--- config.mk ---
export PLATFORM = sky130hd
export DESIGN_NAME = hps_mem_upload_flat
export DESIGN_NICKNAME = d
export VERILOG_FILES = /design/src/rtl/hps_mem_upload_if.sv /design/src/rtl/hps_mem_upload.sv /design/src/flat_wrapper.sv
export SDC_FILE = /design/constraint.sdc
export NUM_CORES = 1
export LEC_CHECK = 0
export BUFFER_PORTS_ARGS = -buffer_cell sky130_fd_sc_hd__buf_2
export CAP_MARGIN = 20
export CORE_ASPECT_RATIO = 0.9
export CORE_MARGIN = 4
export CORE_UTILIZATION = 40
export CTS_BUF_LIST = sky130_fd_sc_hd__clkbuf_16
export CTS_CLUSTER_DIAMETER = 120
export DETAILED_ROUTE_END_ITERATION = 6
export GPL_TIMING_DRIVEN = 1
export PLACE_DENSITY = 0.67
export SLEW_MARGIN = 20
export SYNTH_ARGS = -nofsm -noshare
export SYNTH_HDL_FRONTEND = slang
export SYNTH_SLANG_ARGS = --single-unit
--- constraint.sdc ---
create_clock -name clk_sys -period 3.94 [get_ports clk_sys]
set_input_delay 0.788 -clock clk_sys [delete_from_list [all_inputs] [get_ports clk_sys]]
set_output_delay 0.788 -clock clk_sys [all_outputs]
set_load 0.05 [all_outputs]
--- src/rtl/hps_mem_upload_if.sv ---
// HPS ioctl upload bus plus the shared byte-wide RAM port used by hps_mem_upload.
// The slave modport is the responder side; master is the HPS/RAM environment side.
interface hps_mem_upload_if #(
    parameter int unsigned AW = 13
);
    logic          ioctl_upload;
    logic          ioctl_rd;
    logic [24:0]   ioctl_addr;
    logic [7:0]    ioctl_index;
    logic [15:0]   ioctl_din;
    logic          ioctl_wait;
    logic          mem_req;
    logic          mem_gnt;
    logic [AW-1:0] mem_addr;
    logic [7:0]    mem_q;
    logic [AW:0]   mem_size;

    modport slave (
        input  ioctl_upload, ioctl_rd, ioctl_addr, ioctl_index,
        input  mem_gnt, mem_q, mem_size,
        output ioctl_din, ioctl_wait, mem_req, mem_addr
    );

    modport master (
        output ioctl_upload, ioctl_rd, ioctl_addr, ioctl_index,
        output mem_gnt, mem_q, mem_size,
        input  ioctl_din, ioctl_wait, mem_req, mem_addr
    );
endinterface

--- src/rtl/hps_mem_upload.sv ---
// HPS upload responder: on each read strobe fetches two bytes from a shared
// 8-bit RAM port (req/gnt arbitrated) and returns them as one 16-bit word.
module hps_mem_upload #(
    parameter int unsigned AW     = 13,
    parameter int unsigned RD_LAT = 1,
    parameter logic [7:0]  INDEX  = 8'd1,
    parameter logic [7:0]  FILL   = 8'hFF
) (
    input  logic           clk_sys,
    input  logic           reset_l,
    hps_mem_upload_if.slave bus,
    output logic           busy
);

    localparam int unsigned CW = (RD_LAT < 1) ? 1 : $clog2(RD_LAT + 1);

    typedef enum logic [1:0] {
        S_IDLE,
        S_REQ,
        S_LO,
        S_HI
    } state_t;

    state_t        state_q, state_d;
    logic          phase_q, phase_d;
    logic [AW-1:0] base_q, base_d;
    logic [CW-1:0] cnt_q, cnt_d;
    logic [7:0]    lo_q, lo_d;
    logic [15:0]   din_q, din_d;
    logic          wait_q, wait_d;
    logic          req_q, req_d;
    logic [AW-1:0] addr_q, addr_d;

    logic          trigger;
    logic          abort;
    logic [AW-1:0] base_hi;
    logic          lo_fill;
    logic          hi_fill;
    logic          unused_addr_bits;

    assign trigger = bus.ioctl_rd & bus.ioctl_upload & (bus.ioctl_index == INDEX);
    assign abort   = (state_q != S_IDLE) & ~bus.ioctl_upload;
    assign base_hi = {base_q[AW-1:1], 1'b1};
    // Size compare is one bit wider than the address so mem_size == 2^AW is representable.
    assign lo_fill = ({1'b0, base_q} >= bus.mem_size);
    assign hi_fill = (({1'b0, base_q} + (AW+1)'(1)) >= bus.mem_size);

    assign unused_addr_bits = ^{bus.ioctl_addr >> AW, bus.ioctl_addr[0]};

    always_comb begin
        state_d = state_q;
        phase_d = phase_q;
        base_d  = base_q;
        cnt_d   = cnt_q;
        lo_d    = lo_q;
        din_d   = din_q;
        wait_d  = wait_q;
        req_d   = req_q;
        addr_d  = addr_q;

        if (abort) begin
            state_d = S_IDLE;
            wait_d  = 1'b0;
            req_d   = 1'b0;
        end else begin
            case (state_q)
                S_IDLE: begin
                    if (trigger) begin
                        base_d  = {bus.ioctl_addr[AW-1:1], 1'b0};
                        phase_d = 1'b0;
                        wait_d  = 1'b1;
                        req_d   = 1'b1;
                        state_d = S_REQ;
                    end
                end
                S_REQ: begin
                    // Re-grant restarts whichever byte was in flight; lo_q survives.
                    if (bus.mem_gnt) begin
                        addr_d  = phase_q ? base_hi : base_q;
                        cnt_d   = '0;
                        state_d = phase_q ? S_HI : S_LO;
                    end
                end
                S_LO, S_HI: begin
                    if (!bus.mem_gnt) begin
                        state_d = S_REQ;
                    end else if (cnt_q != CW'(RD_LAT)) begin
                        cnt_d = cnt_q + 1'b1;
                    end else if (state_q == S_LO) begin
                        lo_d    = lo_fill ? FILL : bus.mem_q;
                        addr_d  = base_hi;
                        cnt_d   = '0;
                        phase_d = 1'b1;
                        state_d = S_HI;
                    end else begin
                        din_d   = {(hi_fill ? FILL : bus.mem_q), lo_q};
                        wait_d  = 1'b0;
                        req_d   = 1'b0;
                        state_d = S_IDLE;
                    end
                end
                default: state_d = S_IDLE;
            endcase
        end
    end

    always_ff @(posedge clk_sys or negedge reset_l) begin
        if (!reset_l) begin
            state_q <= S_IDLE;
            phase_q <= 1'b0;
            base_q  <= '0;
            cnt_q   <= '0;
            lo_q    <= '0;
            din_q   <= '0;
            wait_q  <= 1'b0;
            req_q   <= 1'b0;
            addr_q  <= '0;
        end else begin
            state_q <= state_d;
            phase_q <= phase_d;
            base_q  <= base_d;
            cnt_q   <= cnt_d;
            lo_q    <= lo_d;
            din_q   <= din_d;
            wait_q  <= wait_d;
            req_q   <= req_d;
            addr_q  <= addr_d;
        end
    end

    assign bus.ioctl_din  = din_q;
    assign bus.ioctl_wait = wait_q;
    assign bus.mem_req    = req_q;
    assign bus.mem_addr   = addr_q;
    assign busy           = (state_q != S_IDLE);

endmodule
--- src/flat_wrapper.sv ---
// flat-port wrapper written by rule: the top's interface ports become plain ports
module hps_mem_upload_flat 
#(
    parameter int unsigned AW     = 13,
    parameter int unsigned RD_LAT = 1,
    parameter logic [7:0]  INDEX  = 8'd1,
    parameter logic [7:0]  FILL   = 8'hFF
)
  (clk_sys, reset_l, busy, bus_ioctl_upload, bus_ioctl_rd, bus_ioctl_addr, bus_ioctl_index, bus_mem_gnt, bus_mem_q, bus_mem_size, bus_ioctl_din, bus_ioctl_wait, bus_mem_req, bus_mem_addr);
  hps_mem_upload_if #(.AW(AW)) bus_i ();
  input  logic clk_sys;
  input  logic reset_l;
  output logic busy;
  input wire logic [$bits(bus_i.ioctl_upload)-1:0] bus_ioctl_upload;
  input wire logic [$bits(bus_i.ioctl_rd)-1:0] bus_ioctl_rd;
  input wire logic [$bits(bus_i.ioctl_addr)-1:0] bus_ioctl_addr;
  input wire logic [$bits(bus_i.ioctl_index)-1:0] bus_ioctl_index;
  input wire logic [$bits(bus_i.mem_gnt)-1:0] bus_mem_gnt;
  input wire logic [$bits(bus_i.mem_q)-1:0] bus_mem_q;
  input wire logic [$bits(bus_i.mem_size)-1:0] bus_mem_size;
  output wire logic [$bits(bus_i.ioctl_din)-1:0] bus_ioctl_din;
  output wire logic [$bits(bus_i.ioctl_wait)-1:0] bus_ioctl_wait;
  output wire logic [$bits(bus_i.mem_req)-1:0] bus_mem_req;
  output wire logic [$bits(bus_i.mem_addr)-1:0] bus_mem_addr;
  assign bus_i.ioctl_upload = bus_ioctl_upload;
  assign bus_i.ioctl_rd = bus_ioctl_rd;
  assign bus_i.ioctl_addr = bus_ioctl_addr;
  assign bus_i.ioctl_index = bus_ioctl_index;
  assign bus_i.mem_gnt = bus_mem_gnt;
  assign bus_i.mem_q = bus_mem_q;
  assign bus_i.mem_size = bus_mem_size;
  assign bus_ioctl_din = bus_i.ioctl_din;
  assign bus_ioctl_wait = bus_i.ioctl_wait;
  assign bus_mem_req = bus_i.mem_req;
  assign bus_mem_addr = bus_i.mem_addr;
  hps_mem_upload #(.AW(AW), .RD_LAT(RD_LAT), .INDEX(INDEX), .FILL(FILL)) u_core (.clk_sys(clk_sys), .reset_l(reset_l), .bus(bus_i), .busy(busy));
endmodule
==> results.ini <==
[floorplanning]
fp.dieW_um = 92.0
core_area_sq_mm = 0.00615
die_y_um = 83.6
start_util_pct = 41.4
row_count = 27
dieArea_sq_mm = 0.00770
io_pins = 92

[sta]
setup_viol = 0
grt_setup_unrepaired = false
tightest_slew_ns = 0.752
finalMaxSlewViolations = 0
finClkSkew_ns = 0.00524
layout_setup_ws_ns = 1.34
fin_tns_setup_ns = 0
worst_hold_slack_ns = 0.467
hold_viol_final = 0
period_needed_ns = 2.60
max_freq_mhz = 384
relSlewSlack_pct = 49.5
finalCritPeriodShare_pct = 66.1

[worst_hold_path]
min_delay_path_depth = 2
hold_path_startpoint = u_core.lo_q[2]
hold_end = u_core.bus.ioctl_din[2]
worst_hold_path_type = reg -> reg

[power_and_ir_drop]
power_density_mw_per_mm2 = 416
intPower_mw = 0.955
combPwrFrac_pct = 16.1
p_sw_mw = 0.359
seqPwrFrac_pct = 46.6
p_clk_share_pct = 37.3
ir_worst_vdd_mv = 0.215
p_leak_nw = 1.77
finalPower_mw = 1.31
swShare_pct = 27.3

[yosys]
ys_types = 34
yosysSeqAreaShare_pct = 53.1
avgSynthCellArea_sq_um = 10.3
syn_inst = 247
yosys_warnings = 0
ys_ff_latch = 54
syn_area_sq_mm = 0.00254
postSynthNetCount = 320

[clock_network]
cts_made_buffers = 5
cts_setup_buffers = 0
worstSkewPairLatency_ns = 0.29
hold_buffers = 0
cts_tree = yes
clkTransAtPathRegs_ns = 0.07
root_buffer = clkbuf_16
clockBufferDepth = 2
cts_resized = 0
cts_max_level = 2
cts.sinks = 54

[layout]
seqCellArea_sq_mm = 0.00135
syn2layout_area_growth_pct = 24.1
multi_input_area_sq_mm = 0.00106
drive_gt1_share_pct = 35.5
fin_cells = 411
fill_cells = 605
nets = 396
diodes = 0

[global_routing]
antenna_found_initial = 0
overflow = 0
grt_pass1_vias = 2013
grt_usage_pct = 15.2
grt_max_degree = 31
grt_pass1_wl_um = 9540

[placement]
dp_cells = 403
place.port_buffers = 78
dp_hpwl_um = 4050
place_ws_ns = 1.01
place_congestion = 0.746

[flow_run]
cap_violations = 0

[setup_path]
reg2reg_to = u_core.bus.ioctl_din[14]
path_class = in -> reg
r2r_slack_ns = 2.00
cpMostUsedCell = or4_1
path_max_fanout = 14
startpoint_type = input pin
worst_r2r_startpoint = u_core.base_q[5]
arrival_ns = 2.78
path_cells = buf_2 > or4_1 > or4_1 > or2_1 > mux2_4
ff2ff_path_depth = 5
critical-path-max-stage-delay_ns = 0.50
required_ns = 4.11
path_buf_inv = 1
path_delay_family = simple AND/OR/NAND/NOR gates
slowest_stage = or4_1
cp-end-kind = flip-flop

[routing]
wire_per_inst_um = 13.5
ant_nets = 0
vias = 1969
vias_per_cell = 4.79
drtPass1Iterations = 5
drc = 0
finalWirelength_um = 5540
drt_iter0_drc = 106

[status]
status = complete, no violations

state kept, by name (all words and copies together), names as in the netlist:
name                  flops
u_core.cnt_q              1
u_core.phase_q            1
u_core.base_q            12
u_core.lo_q               8
u_core.bus.mem_addr      13
u_core.bus.ioctl_din     16
u_core.bus.mem_req        1
u_core.state_q            2
synthesized netlist by cell type, drive strengths merged:
library cell / count / area [sq um]
nor2: 39 / 146
and3b: 1 / 8.76
nand2: 33 / 124
inv: 17 / 63.8
buf: 4 / 42.5
ha: 13 / 163
a211oi: 1 / 7.51
o32ai: 1 / 8.76
or2: 2 / 12.5
o21a: 1 / 7.51
nor3: 3 / 15.0
nand4b: 2 / 17.5
and2: 2 / 12.5
o211ai: 1 / 7.51
a222oi: 1 / 10.0
and3: 1 / 6.26
nand4: 1 / 6.26
clkbuf: 7 / 26.3
mux2: 24 / 278
a31oi: 16 / 100
nand3: 3 / 15.0
a21o: 1 / 8.76
o21ai: 3 / 15.0
nor2b: 1 / 6.26
dfrtp: 54 / 1350
nand2b: 2 / 12.5
or4: 2 / 15.0
a21oi: 11 / 55.1
area by class of cell:
class,count,area share [%]
clock buffers,5,3.97
clock inverters,3,1.27
flip-flops and latches,54,42.8
repair buffers,80,12.8
multi-input cells,165,33.6
well taps,87,3.45
inverters,17,2.02
cells in the final DEF (no fill, tap or decap):
master / Yosys / routed
nand4_1: 1 / 1
ha_1: 13 / 13
nor2_1: 39 / 38
mux2_2: 22 / 22
nand2b_1: 2 / 2
buf_4: 1 / 2
buf_2: 0 / 78
or2_2: 1 / 1
o32ai_1: 1 / 1
o21ai_1: 2 / 2
clkbuf_16: 0 / 5
a211oi_1: 1 / 1
dfrtp_1: 54 / 54
bufinv_16: 0 / 1
nor2b_1: 1 / 1
o211ai_1: 1 / 1
nand2_1: 33 / 33
clkinv_2: 0 / 2
nand4b_1: 2 / 2
and3b_1: 1 / 1
nor2_2: 0 / 1
o21a_1: 1 / 1
nand3_1: 3 / 3
inv_1: 17 / 17
and2_1: 2 / 2
a222oi_1: 1 / 1
a31oi_1: 16 / 16
mux2_4: 2 / 2
o21ai_0: 1 / 1
and3_1: 1 / 1
a21oi_1: 11 / 11
a21o_2: 1 / 1
or4_1: 2 / 2
nor3_1: 3 / 3
or2_1: 1 / 1
cell families after synthesis:
group           share of synthesized area (%)
buf+inv                                  5.22
mux                                      10.9
compound gates                           8.66
simple gates                             15.6
fa+ha+maj                                6.40
flops                                    53.1
how the worst max path moves through the flow:
stage                             from                 end  slack [ns]  cells after the start
finish              bus_ioctl_index[3]   u_core.base_q[12]        1.34                      5
global route        bus_ioctl_index[3]  u_core.bus.mem_req        1.24                      5
CTS                 bus_ioctl_index[3]   u_core.base_q[11]        1.33                      5
detailed placement  bus_ioctl_index[3]   u_core.base_q[11]        1.01                      5
global placement    bus_ioctl_index[3]   u_core.base_q[11]        1.06                      5
floorplan           bus_ioctl_index[3]   u_core.base_q[11]        1.29                      6
power by group through the flow:
stage / logic (mW) / clock network, mW / registers, mW
floorplan: 0.105 / 0 / 0.659
global placement: 0.212 / 0 / 0.621
detailed placement: 0.215 / 0 / 0.623
CTS: 0.216 / 0.500 / 0.612
global route: 0.232 / 0.526 / 0.617
finish: 0.212 / 0.489 / 0.612
tightest hold or removal path: stages, from the launching register on:
cell     delay, ns
dfrtp_1       0.34
nand2_1       0.05
nand2_1       0.05
per-stage QoR:
step                      area (sq um)  utilization [%]
after global placement            2990             48.6
final                             3160             51.3
after detailed placement          2990             48.6
after floorplan                   2540                -
after global routing              3160             51.3
after CTS                         3150             51.3
layer usage:
metal	wire, um	GRT usage [%]
met4	36	4.05
met3	236	2.98
met2	2790	25.4
met5	0	0
met1	2480	20.2
(Power assumes the default switching activity.)
